### config.mk
export PLATFORM = sky130hd
export DESIGN_NAME = tenyr_storage_flat
export DESIGN_NICKNAME = d
export VERILOG_FILES = /design/src/rtl/tenyr_pkg.sv /design/src/rtl/tenyr_storage_if.sv /design/src/rtl/tenyr_storage_mem_bank.sv /design/src/rtl/tenyr_storage.sv /design/src/flat_wrapper.sv
export SDC_FILE = /design/constraint.sdc
export NUM_CORES = 2
export LEC_CHECK = 0
export BUFFER_PORTS_ARGS = -buffer_cell sky130_fd_sc_hd__clkbuf_2
export CAP_MARGIN = 20
export CORE_ASPECT_RATIO = 1.2
export CORE_MARGIN = 2
export CORE_UTILIZATION = 48
export CTS_BUF_LIST = sky130_fd_sc_hd__clkbuf_4 sky130_fd_sc_hd__clkbuf_8
export DETAILED_ROUTE_END_ITERATION = 8
export PLACE_DENSITY = 0.66
export SLEW_MARGIN = 20
export SYNTH_ARGS = -nofsm -noshare
export SYNTH_HDL_FRONTEND = slang
export SYNTH_SLANG_ARGS = --single-unit
export TNS_END_PERCENT = 100
### constraint.sdc
create_clock -name clk -period 6.95 [get_ports clk]
set_clock_uncertainty 0.15 [all_clocks]
set_input_delay 1.0425 -clock clk [delete_from_list [all_inputs] [get_ports clk]]
set_output_delay 1.0425 -clock clk [all_outputs]
set_load 0.005 [all_outputs]
### src/rtl/tenyr_pkg.sv
// Shared types and constants for the tenyr storage subsystem.
// Provides word/register-index types, special register indices and a window-hit helper.
package tenyr_pkg;

    typedef logic [31:0] word_t;
    typedef logic [3:0]  reg_idx_t;

    localparam reg_idx_t REG_PC   = 4'd15;
    localparam reg_idx_t REG_ZERO = 4'd0;

    localparam word_t MEM0_BASE_DEF = 32'd0;
    localparam word_t MEM0_SIZE_DEF = 32'd4;
    localparam word_t MEM1_BASE_DEF = 32'd4;
    localparam word_t MEM1_SIZE_DEF = 32'd4;
    localparam word_t SER_BASE_DEF  = 32'd8;

    // Unsigned subtraction wraps addresses below base to huge
    // offsets, so one compare covers both window bounds.
    function automatic logic in_window(word_t a, word_t base, word_t size);
        word_t off;
        off = a - base;
        return off < size;
    endfunction

endpackage

### src/rtl/tenyr_storage_if.sv
// Data-port bus between the CPU datapath and tenyr_storage.
// master: drives d_en/d_we/d_addr/d_wdata, receives d_rdata; slave: the reverse.
interface tenyr_storage_if;
    import tenyr_pkg::*;

    logic  d_en;
    logic  d_we;
    word_t d_addr;
    word_t d_wdata;
    word_t d_rdata;

    modport master (
        output d_en,
        output d_we,
        output d_addr,
        output d_wdata,
        input  d_rdata
    );

    modport slave (
        input  d_en,
        input  d_we,
        input  d_addr,
        input  d_wdata,
        output d_rdata
    );

endinterface

### src/rtl/tenyr_storage_mem_bank.sv
// mem_bank: one windowed word memory with a write port, a data read port and a fetch read port.
// Ports: clk, reset_n, we/addr/wdata (store), rdata/hit (data read), f_addr/f_data/f_hit (fetch).
module mem_bank
    import tenyr_pkg::*;
#(
    parameter word_t BASE = 32'd0,
    parameter word_t SIZE = 32'd4
) (
    input  logic  clk,
    input  logic  reset_n,
    input  logic  we,
    input  word_t addr,
    input  word_t wdata,
    output word_t rdata,
    output logic  hit,
    input  word_t f_addr,
    output word_t f_data,
    output logic  f_hit
);

    localparam int DEPTH = int'(SIZE);
    localparam int IW    = (DEPTH > 1) ? $clog2(DEPTH) : 1;

    word_t          mem [DEPTH];
    word_t          d_off;
    word_t          f_off;
    logic [IW-1:0]  d_idx;
    logic [IW-1:0]  f_idx;

    assign d_off = addr - BASE;
    assign f_off = f_addr - BASE;
    assign d_idx = d_off[IW-1:0];
    assign f_idx = f_off[IW-1:0];

    assign hit   = in_window(addr, BASE, SIZE);
    assign f_hit = in_window(f_addr, BASE, SIZE);

    assign rdata  = hit   ? mem[d_idx] : '0;
    assign f_data = f_hit ? mem[f_idx] : '0;

    always_ff @(posedge clk or negedge reset_n) begin
        if (!reset_n) begin
            for (int i = 0; i < DEPTH; i++) begin
                mem[i] <= '0;
            end
        end else if (we && hit) begin
            mem[d_idx] <= wdata;
        end
    end

endmodule

### src/rtl/tenyr_storage.sv
// tenyr_storage: 16x32 register file (r15 = pc), two windowed memory banks, serial TX register.
// Ports: clk, reset_n, dbus (data port, slave), i_data, rf_* (ports X/Y/Z), pc, tx_valid, tx_data.
// Define TENYR_SERIAL_PRINT_EN to also echo each serial byte with $write in simulation.
module tenyr_storage
    import tenyr_pkg::*;
#(
    parameter word_t MEM0_BASE = MEM0_BASE_DEF,
    parameter word_t MEM0_SIZE = MEM0_SIZE_DEF,
    parameter word_t MEM1_BASE = MEM1_BASE_DEF,
    parameter word_t MEM1_SIZE = MEM1_SIZE_DEF,
    parameter word_t SER_BASE  = SER_BASE_DEF
) (
    input  logic                   clk,
    input  logic                   reset_n,
    tenyr_storage_if.slave         dbus,
    output word_t                  i_data,
    input  logic                   rf_we,
    input  reg_idx_t               rf_idx_z,
    input  word_t                  rf_wdata_z,
    output word_t                  rf_rdata_z,
    input  reg_idx_t               rf_idx_x,
    output word_t                  rf_rdata_x,
    input  reg_idx_t               rf_idx_y,
    output word_t                  rf_rdata_y,
    output word_t                  pc,
    output logic                   tx_valid,
    output logic [7:0]             tx_data
);

    word_t regs [16];

    logic  st_req;
    logic  ld_req;
    logic  ser_hit;
    logic  ser_wr;
    logic  bank_st;

    logic  hit0;
    logic  hit1;
    logic  f_hit0;
    logic  f_hit1;
    word_t rd0;
    word_t rd1;
    word_t fd0;
    word_t fd1;

    function automatic word_t rf_read(reg_idx_t idx, word_t v);
        return (idx == REG_ZERO) ? '0 : v;
    endfunction

    always_ff @(posedge clk or negedge reset_n) begin
        if (!reset_n) begin
            for (int i = 0; i < 16; i++) begin
                regs[i] <= '0;
            end
        end else if (rf_we && rf_idx_z != REG_ZERO) begin
            regs[rf_idx_z] <= rf_wdata_z;
        end
    end

    assign rf_rdata_x = rf_read(rf_idx_x, regs[rf_idx_x]);
    assign rf_rdata_y = rf_read(rf_idx_y, regs[rf_idx_y]);
    assign rf_rdata_z = rf_read(rf_idx_z, regs[rf_idx_z]);
    assign pc         = regs[REG_PC];

    assign st_req  = dbus.d_en && dbus.d_we;
    assign ld_req  = dbus.d_en && !dbus.d_we;
    assign ser_hit = (dbus.d_addr == SER_BASE);
    assign ser_wr  = st_req && ser_hit;
    assign bank_st = st_req && !ser_hit;

    mem_bank #(
        .BASE (MEM0_BASE),
        .SIZE (MEM0_SIZE)
    ) u_bank0 (
        .clk     (clk),
        .reset_n (reset_n),
        .we      (bank_st),
        .addr    (dbus.d_addr),
        .wdata   (dbus.d_wdata),
        .rdata   (rd0),
        .hit     (hit0),
        .f_addr  (pc),
        .f_data  (fd0),
        .f_hit   (f_hit0)
    );

    // Bank0 has priority when windows overlap, so bank1
    // must not also take a store that bank0 claimed.
    mem_bank #(
        .BASE (MEM1_BASE),
        .SIZE (MEM1_SIZE)
    ) u_bank1 (
        .clk     (clk),
        .reset_n (reset_n),
        .we      (bank_st && !hit0),
        .addr    (dbus.d_addr),
        .wdata   (dbus.d_wdata),
        .rdata   (rd1),
        .hit     (hit1),
        .f_addr  (pc),
        .f_data  (fd1),
        .f_hit   (f_hit1)
    );

    always_comb begin
        dbus.d_rdata = '0;
        if (ld_req && !ser_hit) begin
            unique case (1'b1)
                hit0:    dbus.d_rdata = rd0;
                hit1:    dbus.d_rdata = rd1;
                default: dbus.d_rdata = '0;
            endcase
        end
    end

    always_comb begin
        i_data = '0;
        unique case (1'b1)
            f_hit0:  i_data = fd0;
            f_hit1:  i_data = fd1;
            default: i_data = '0;
        endcase
    end

    always_ff @(posedge clk or negedge reset_n) begin
        if (!reset_n) begin
            tx_valid <= 1'b0;
            tx_data  <= '0;
        end else begin
            tx_valid <= ser_wr;
            if (ser_wr) begin
                tx_data <= dbus.d_wdata[7:0];
            end
        end
    end

`ifdef TENYR_SERIAL_PRINT_EN
    always_ff @(posedge clk) begin
        if (reset_n && ser_wr) begin
            $write("%c", dbus.d_wdata[7:0]);
        end
    end
`else
    // Without the print option a serial store is visible only on tx_valid/tx_data.
`endif

endmodule

### src/flat_wrapper.sv
// flat-port wrapper written by rule: the top's interface ports become plain ports
module tenyr_storage_flat import tenyr_pkg::*;
#(
    parameter word_t MEM0_BASE = MEM0_BASE_DEF,
    parameter word_t MEM0_SIZE = MEM0_SIZE_DEF,
    parameter word_t MEM1_BASE = MEM1_BASE_DEF,
    parameter word_t MEM1_SIZE = MEM1_SIZE_DEF,
    parameter word_t SER_BASE  = SER_BASE_DEF
)
  (clk, reset_n, i_data, rf_we, rf_idx_z, rf_wdata_z, rf_rdata_z, rf_idx_x, rf_rdata_x, rf_idx_y, rf_rdata_y, pc, tx_valid, tx_data, dbus_d_en, dbus_d_we, dbus_d_addr, dbus_d_wdata, dbus_d_rdata);
  tenyr_storage_if dbus_i ();
  input  logic clk;
  input  logic reset_n;
  output word_t i_data;
  input  logic rf_we;
  input  reg_idx_t rf_idx_z;
  input  word_t rf_wdata_z;
  output word_t rf_rdata_z;
  input  reg_idx_t rf_idx_x;
  output word_t rf_rdata_x;
  input  reg_idx_t rf_idx_y;
  output word_t rf_rdata_y;
  output word_t pc;
  output logic tx_valid;
  output logic [7:0] tx_data;
  input wire logic [$bits(dbus_i.d_en)-1:0] dbus_d_en;
  input wire logic [$bits(dbus_i.d_we)-1:0] dbus_d_we;
  input wire logic [$bits(dbus_i.d_addr)-1:0] dbus_d_addr;
  input wire logic [$bits(dbus_i.d_wdata)-1:0] dbus_d_wdata;
  output wire logic [$bits(dbus_i.d_rdata)-1:0] dbus_d_rdata;
  assign dbus_i.d_en = dbus_d_en;
  assign dbus_i.d_we = dbus_d_we;
  assign dbus_i.d_addr = dbus_d_addr;
  assign dbus_i.d_wdata = dbus_d_wdata;
  assign dbus_d_rdata = dbus_i.d_rdata;
  tenyr_storage #(.MEM0_BASE(MEM0_BASE), .MEM0_SIZE(MEM0_SIZE), .MEM1_BASE(MEM1_BASE), .MEM1_SIZE(MEM1_SIZE), .SER_BASE(SER_BASE)) u_core (.clk(clk), .reset_n(reset_n), .dbus(dbus_i), .i_data(i_data), .rf_we(rf_we), .rf_idx_z(rf_idx_z), .rf_wdata_z(rf_wdata_z), .rf_rdata_z(rf_rdata_z), .rf_idx_x(rf_idx_x), .rf_rdata_x(rf_rdata_x), .rf_idx_y(rf_idx_y), .rf_rdata_y(rf_rdata_y), .pc(pc), .tx_valid(tx_valid), .tx_data(tx_data));
endmodule
* Yosys cells after proc, flatten, opt, wreduce, memory -nomap -nowiden
Cells that the tools add are included.
Operators by class: add/subtract/negate cells 2, multiply operators 0, divide/modulo/power cells 0, order comparisons 14, eq/ne operators 1, shift operators 0, multiplexer cells 36, bitwise logic cells 7, reduce and logical (&&, ||, !) cells 19
Operators with widths (count):
- 2-to-1 mux 32 bit | 21
- bitwise mux 512 bit | 1
- binary-select mux 32 bit (select 4 bit) | 3
- binary-select mux 32 bit (select 2 bit) | 4
- bitwise mux 128 bit | 2
- demux 32 bit (select 2 bit) | 2
- demux 32 bit (select 4 bit) | 1
- < comparator 32 x 3 -> 1 bit (second input constant) | 4
- one-hot mux 32 bit (2 select lines) | 2
- subtractor 32 x 3 -> 32 bit (second input constant) | 2
- == test 32 x 4 -> 1 bit (second input constant) | 1
- greater-or-equal comparator 5 bit (second input constant) | 3
- NOT 4 -> 5 bit | 3
- greater-or-equal comparator 3 bit (second input constant) | 4
- logical AND 1 bit | 12
- logical NOT 4 bit | 3
- NOT 2 -> 3 bit | 4
- < comparator 3 x 1 -> 1 bit (second input constant) | 2
- < comparator 5 x 1 -> 1 bit (second input constant) | 1
- nonzero test 4 bit | 1
- logical NOT 1 bit | 3
Word-level totals: register bits 777, bits in latches 0, bits in writable memories 0, memory bits (read-only) 0, input port bits 113, output and inout port bits 201, logic and storage cells 105, memories 0

* Longest topological paths before layout
word-level depth 7, depth in mapped cells 8, gate-level depth less buffers 5

* Cells and area by module
Synthesis repeated with hierarchy kept, for this count alone.
Second synthesis, totals: cells, all modules 3204, area, all modules 46218.1 um^2
By module, submodules not included:
- tenyr_storage | instances 1, cells an instance 2272, area each 32024.5 um^2, seq. area each 13037.5 um^2
- mem_bank (u_core.u_bank1) | instances 1, cells an instance 483, area each 7226.9 um^2, seq. area each 3203.1 um^2
- mem_bank (u_core.u_bank0) | instances 1, cells an instance 449, area each 6966.7 um^2, seq. area each 3203.1 um^2

* Least setup slack after synthesis
No wires, ideal clock.
kind input to output, from input rf_idx_z[0], to output rf_rdata_z[10], arrival 3.212 ns, required time 5.758 ns, path slack 2.546 ns, cell stages on the path 6, path buffers 3, cells stage by stage clkbuf_1 > clkbuf_1 > buf_1 > mux4_2 > mux4_2 > nor2b_1
On the way: cells in the longest elaborated chain, start to end 5, elaborated cells between the ends (all ways) 6, classes of those cells mux (4); bitwise (1); reduce/logical (1)
Ends and longest elaborated chain:
- start: declaration | line flat_wrapper.sv:16 | input reg_idx_t rf_idx_z;
- NOT 4 -> 5 bit (implied by the code) | line tenyr_storage.sv:63 | assign rf_rdata_z = rf_read(rf_idx_z, regs[rf_idx_z]);
- binary-select mux 32 bit (select 4 bit) | line tenyr_storage.sv:63
- 2-to-1 mux 32 bit (implied by the code) (2 in a row) | line tenyr_storage.sv:63
- 2-to-1 mux 32 bit * | line tenyr_storage.sv:48 | return (idx == REG_ZERO) ? '0 : v;
- end: declaration | line flat_wrapper.sv:18 | output word_t rf_rdata_z;
Mark *: on every way between the ends. The rest lies on a longest branch, timed or not. The select of a mux whose other input is x is not followed.

* Worst setup path after layout
from register u_core.regs, in the netlist u_core.pc[16], to output i_data[13]
On the way: cells in the longest elaborated chain, start to end 3, elaborated cells between the ends (all ways) 4, classes of those cells add/sub (1); order compare (2); mux (1)
Ends and longest elaborated chain:
- start: declaration | line tenyr_storage.sv:30 | word_t regs [16];
- start signal: indexed assignment | line tenyr_storage.sv:57 | regs[rf_idx_z] <= rf_wdata_z;
- subtractor 32 x 3 -> 32 bit | line tenyr_pkg.sv:21 | off = a - base;
- < comparator 32 x 3 -> 1 bit | line tenyr_pkg.sv:22 | return off < size;
- one-hot mux 32 bit (2 select lines) * | line tenyr_storage.sv:119 | unique case (1'b1)
- end: declaration | line flat_wrapper.sv:14 | output word_t i_data;
Mark *: on every way between the ends. The rest lies on a longest branch, timed or not.

==> metrics.txt <==
setup repair bufs after CTS 0; Initial Util 48.2%; CTS Buffer Depth 3; Tightest Pin Transition 1.20 ns; PnR Total Power 13.6 mW; DRC Markers 0; top cells by count, synth dfrtp_1 (777), mux2_2 (733), mux4_2 (608), clkbuf_1 (212), nor2b_1 (98); worst hold-check path type in -> async; FF-to-FF End u_core.pc[1]; WP data required 5.76 ns; outcome completed; met3 usage 6.41%; post-layout min period 5.49 ns; vias after detailed routing 28959; Top Ports 314; r2r setup slk 5.38 ns; post-synth top area share 43.2%; Crit Path Class reg -> out; Total Routing Usage GR 28.2%; setup TNS 0 ns; Slew HR 19.3%; Worst EP arrival 4.30 ns; CTS Root Cell clkbuf_8; #FFs+latches synth 777; Async S/R FF share, synth 100%; area leader, netlist dfrtp_1; worst vdd ir 147 µV; Hold Buf Count CTS 0; final WL 133 mm; number of fill cells 7532; site row count 123; Area Growth Syn to Fin 12.1%; Worst setup EP type output pin; routed len/inst 30.5 µm; Max-Cap Viols 0; die width 283 µm; number of flops mapped to enable cells by yosys 0; clk sinks 777; Synth area leaders dfrtp_1 (43%), mux4_2 (30%), mux2_2 (18%), clkbuf_1 (1.8%), nor2b_1 (1.4%); met1 usage 35.2%; GR Overflow Total 0; post-CTS sizing 0; total power density per cell area 269 nW/µm²; main flop type after synthesis dfrtp_1; RSZ-0062 raised after global routing no; Leak 21.3 nW; share of cells above drive strength 1 63.9%; Cells after Synth 2842; CTS tree yes; design area 50400 µm²; worst slack, placed 1.96 ns; worst skew pair latency 0.79 ns; fmax 182 MHz; CP max stage cell nor4_1; reg2reg start u_core.pc[1]; count of cell types in the netlist 32; final setup margin 1.46 ns; number of placed cells counting well taps 4120; hpwl dp 78.8 mm; clock-pin slew on the worst setup and hold paths 0.06 ns; # H-tree levels 4; Critical Path, Cell by Cell nor4_1 -> nand4_1 -> or3_1 -> buf_4 -> o22ai_1 -> clkbuf_2; Detail Route Antenna Nets 0; GPL Wtd Cong 0.830; DR vias/cell 6.63; Num CTS Buffers 140; Post-Syn Area per Cell 15.8 µm²; Core ar. 93300 µm²; yosys warns 0; CP Max Fanout 32; Final #Nets 3127; Setup violations, final 0; worst stage delay on the critical path 1.04 ns; vias in the first global route 31962; Cell Area, Synth 45000 µm²; post-synthesis sequential area ratio 43.2%; period utilization 79.0%; largest net degree at the start of global routing 179; worst-case reg-to-reg path depth 1; count leader, synth dfrtp_1; First-pass DRT Iterations 6; first-pass GRT wire length 204 mm; Critical Path Start Type flop; Max Slew Vio Count 0; Placed Area 47400 µm²; post-layout instance count excluding filler cells 4367; die area 96200 µm²; Iter 0 DRT Violations 2247; port bufs 313; most used routing layer in global routing met2; syn nets 2955; final hold violation count 0; die height 339 µm; met2 Use GR 47.0%; initial antenna violation count 11
[metal layers]
layer	up-vias	wire length, µm
met1	15739	50600
met2	1331	67000
met4	12	5720
li1	11500	-
met5	-	78
met3	377	9880
[cells by family after synthesis]
kind of cell / Yosys count / synth area share (%)
buffers and inverters: 409 / 3.74
and+or+nand+nor: 238 / 3.12
muxes: 1352 / 49.1
DFF: 777 / 43.2
AOI/OAI and AO/OA: 66 / 0.835
[worst max-delay path: cells and delay by family, from the launching register on]
kind | cells | cell delay [ns]
AOI/OAI and AO/OA | 1 | 0.46
and+or+nand+nor | 3 | 2.03
buffers and inverters | 2 | 0.52
DFF | 1 | 0.47
[through the flow]
step,hold slack [ns],utilization [%]
2_1_floorplan,0.308,-
3_3_place_gp,0.243,50.8
3_5_place_dp,0.253,50.8
4_1_cts,0.113,54.0
5_1_grt,0.174,54.1
6_report,0.140,54.1
[layout by cell type, fill, tap and decap left out, drive strengths merged]
cell type and instances:
dfrtp 777, mux2 744, mux4 608, clkbuf 509, nor2b 98, inv 75
buf 73, nand4 39, nand2 38, o22ai 32, a21oi 32, nor2 19
clkinv 18, nor4 16, diode 5, nand3 5, or3 5, nand2b 4
clkinvlp 3, nor3 3, nor4b 3, nand3b 2, and3 2, or2 1
o41ai 1, a31oi 1, or3b 1, nor3b 1, or4 1, bufinv 1
[worst max-delay path by stage]
stage	startpoint	endpoint	cells past startpoint
global placement	rf_idx_z[0]	rf_rdata_z[30]	6
global route	u_core.pc[16]	i_data[13]	6
floorplan	rf_idx_z[0]	rf_rdata_z[10]	6
finish	u_core.pc[16]	i_data[13]	6
CTS	u_core.pc[16]	i_data[13]	6
detailed placement	rf_idx_z[0]	rf_rdata_z[0]	6
[final cells by class]
type	instances	area (µm²)	share of cell area, %
tap	1250	1560	3.10
inverter	65	244	0.484
multi-input combinational	1656	24000	47.6
clock inverter	32	309	0.613
timing repair buffer	374	2200	4.35
sequential	777	19400	38.6
antenna	5	12.5	0.0248
clock buffer	208	2640	5.24
[where the power goes]
| group | switching (mW) | internal, mW |
|---|---|---|
| clock network | 2.06 | 2.50 |
| registers | 0.731 | 5.18 |
| logic | 1.15 | 1.92 |
[sequential cells by signal (all words and copies together) (netlist names)]
signal              cells
u_core.u_bank1.mem    128
u_core.tx_data          8
u_core.tx_valid         1
u_core.regs           480
u_core.pc              32
u_core.u_bank0.mem    128
Note: power is estimated with default switching activity, not from simulation.
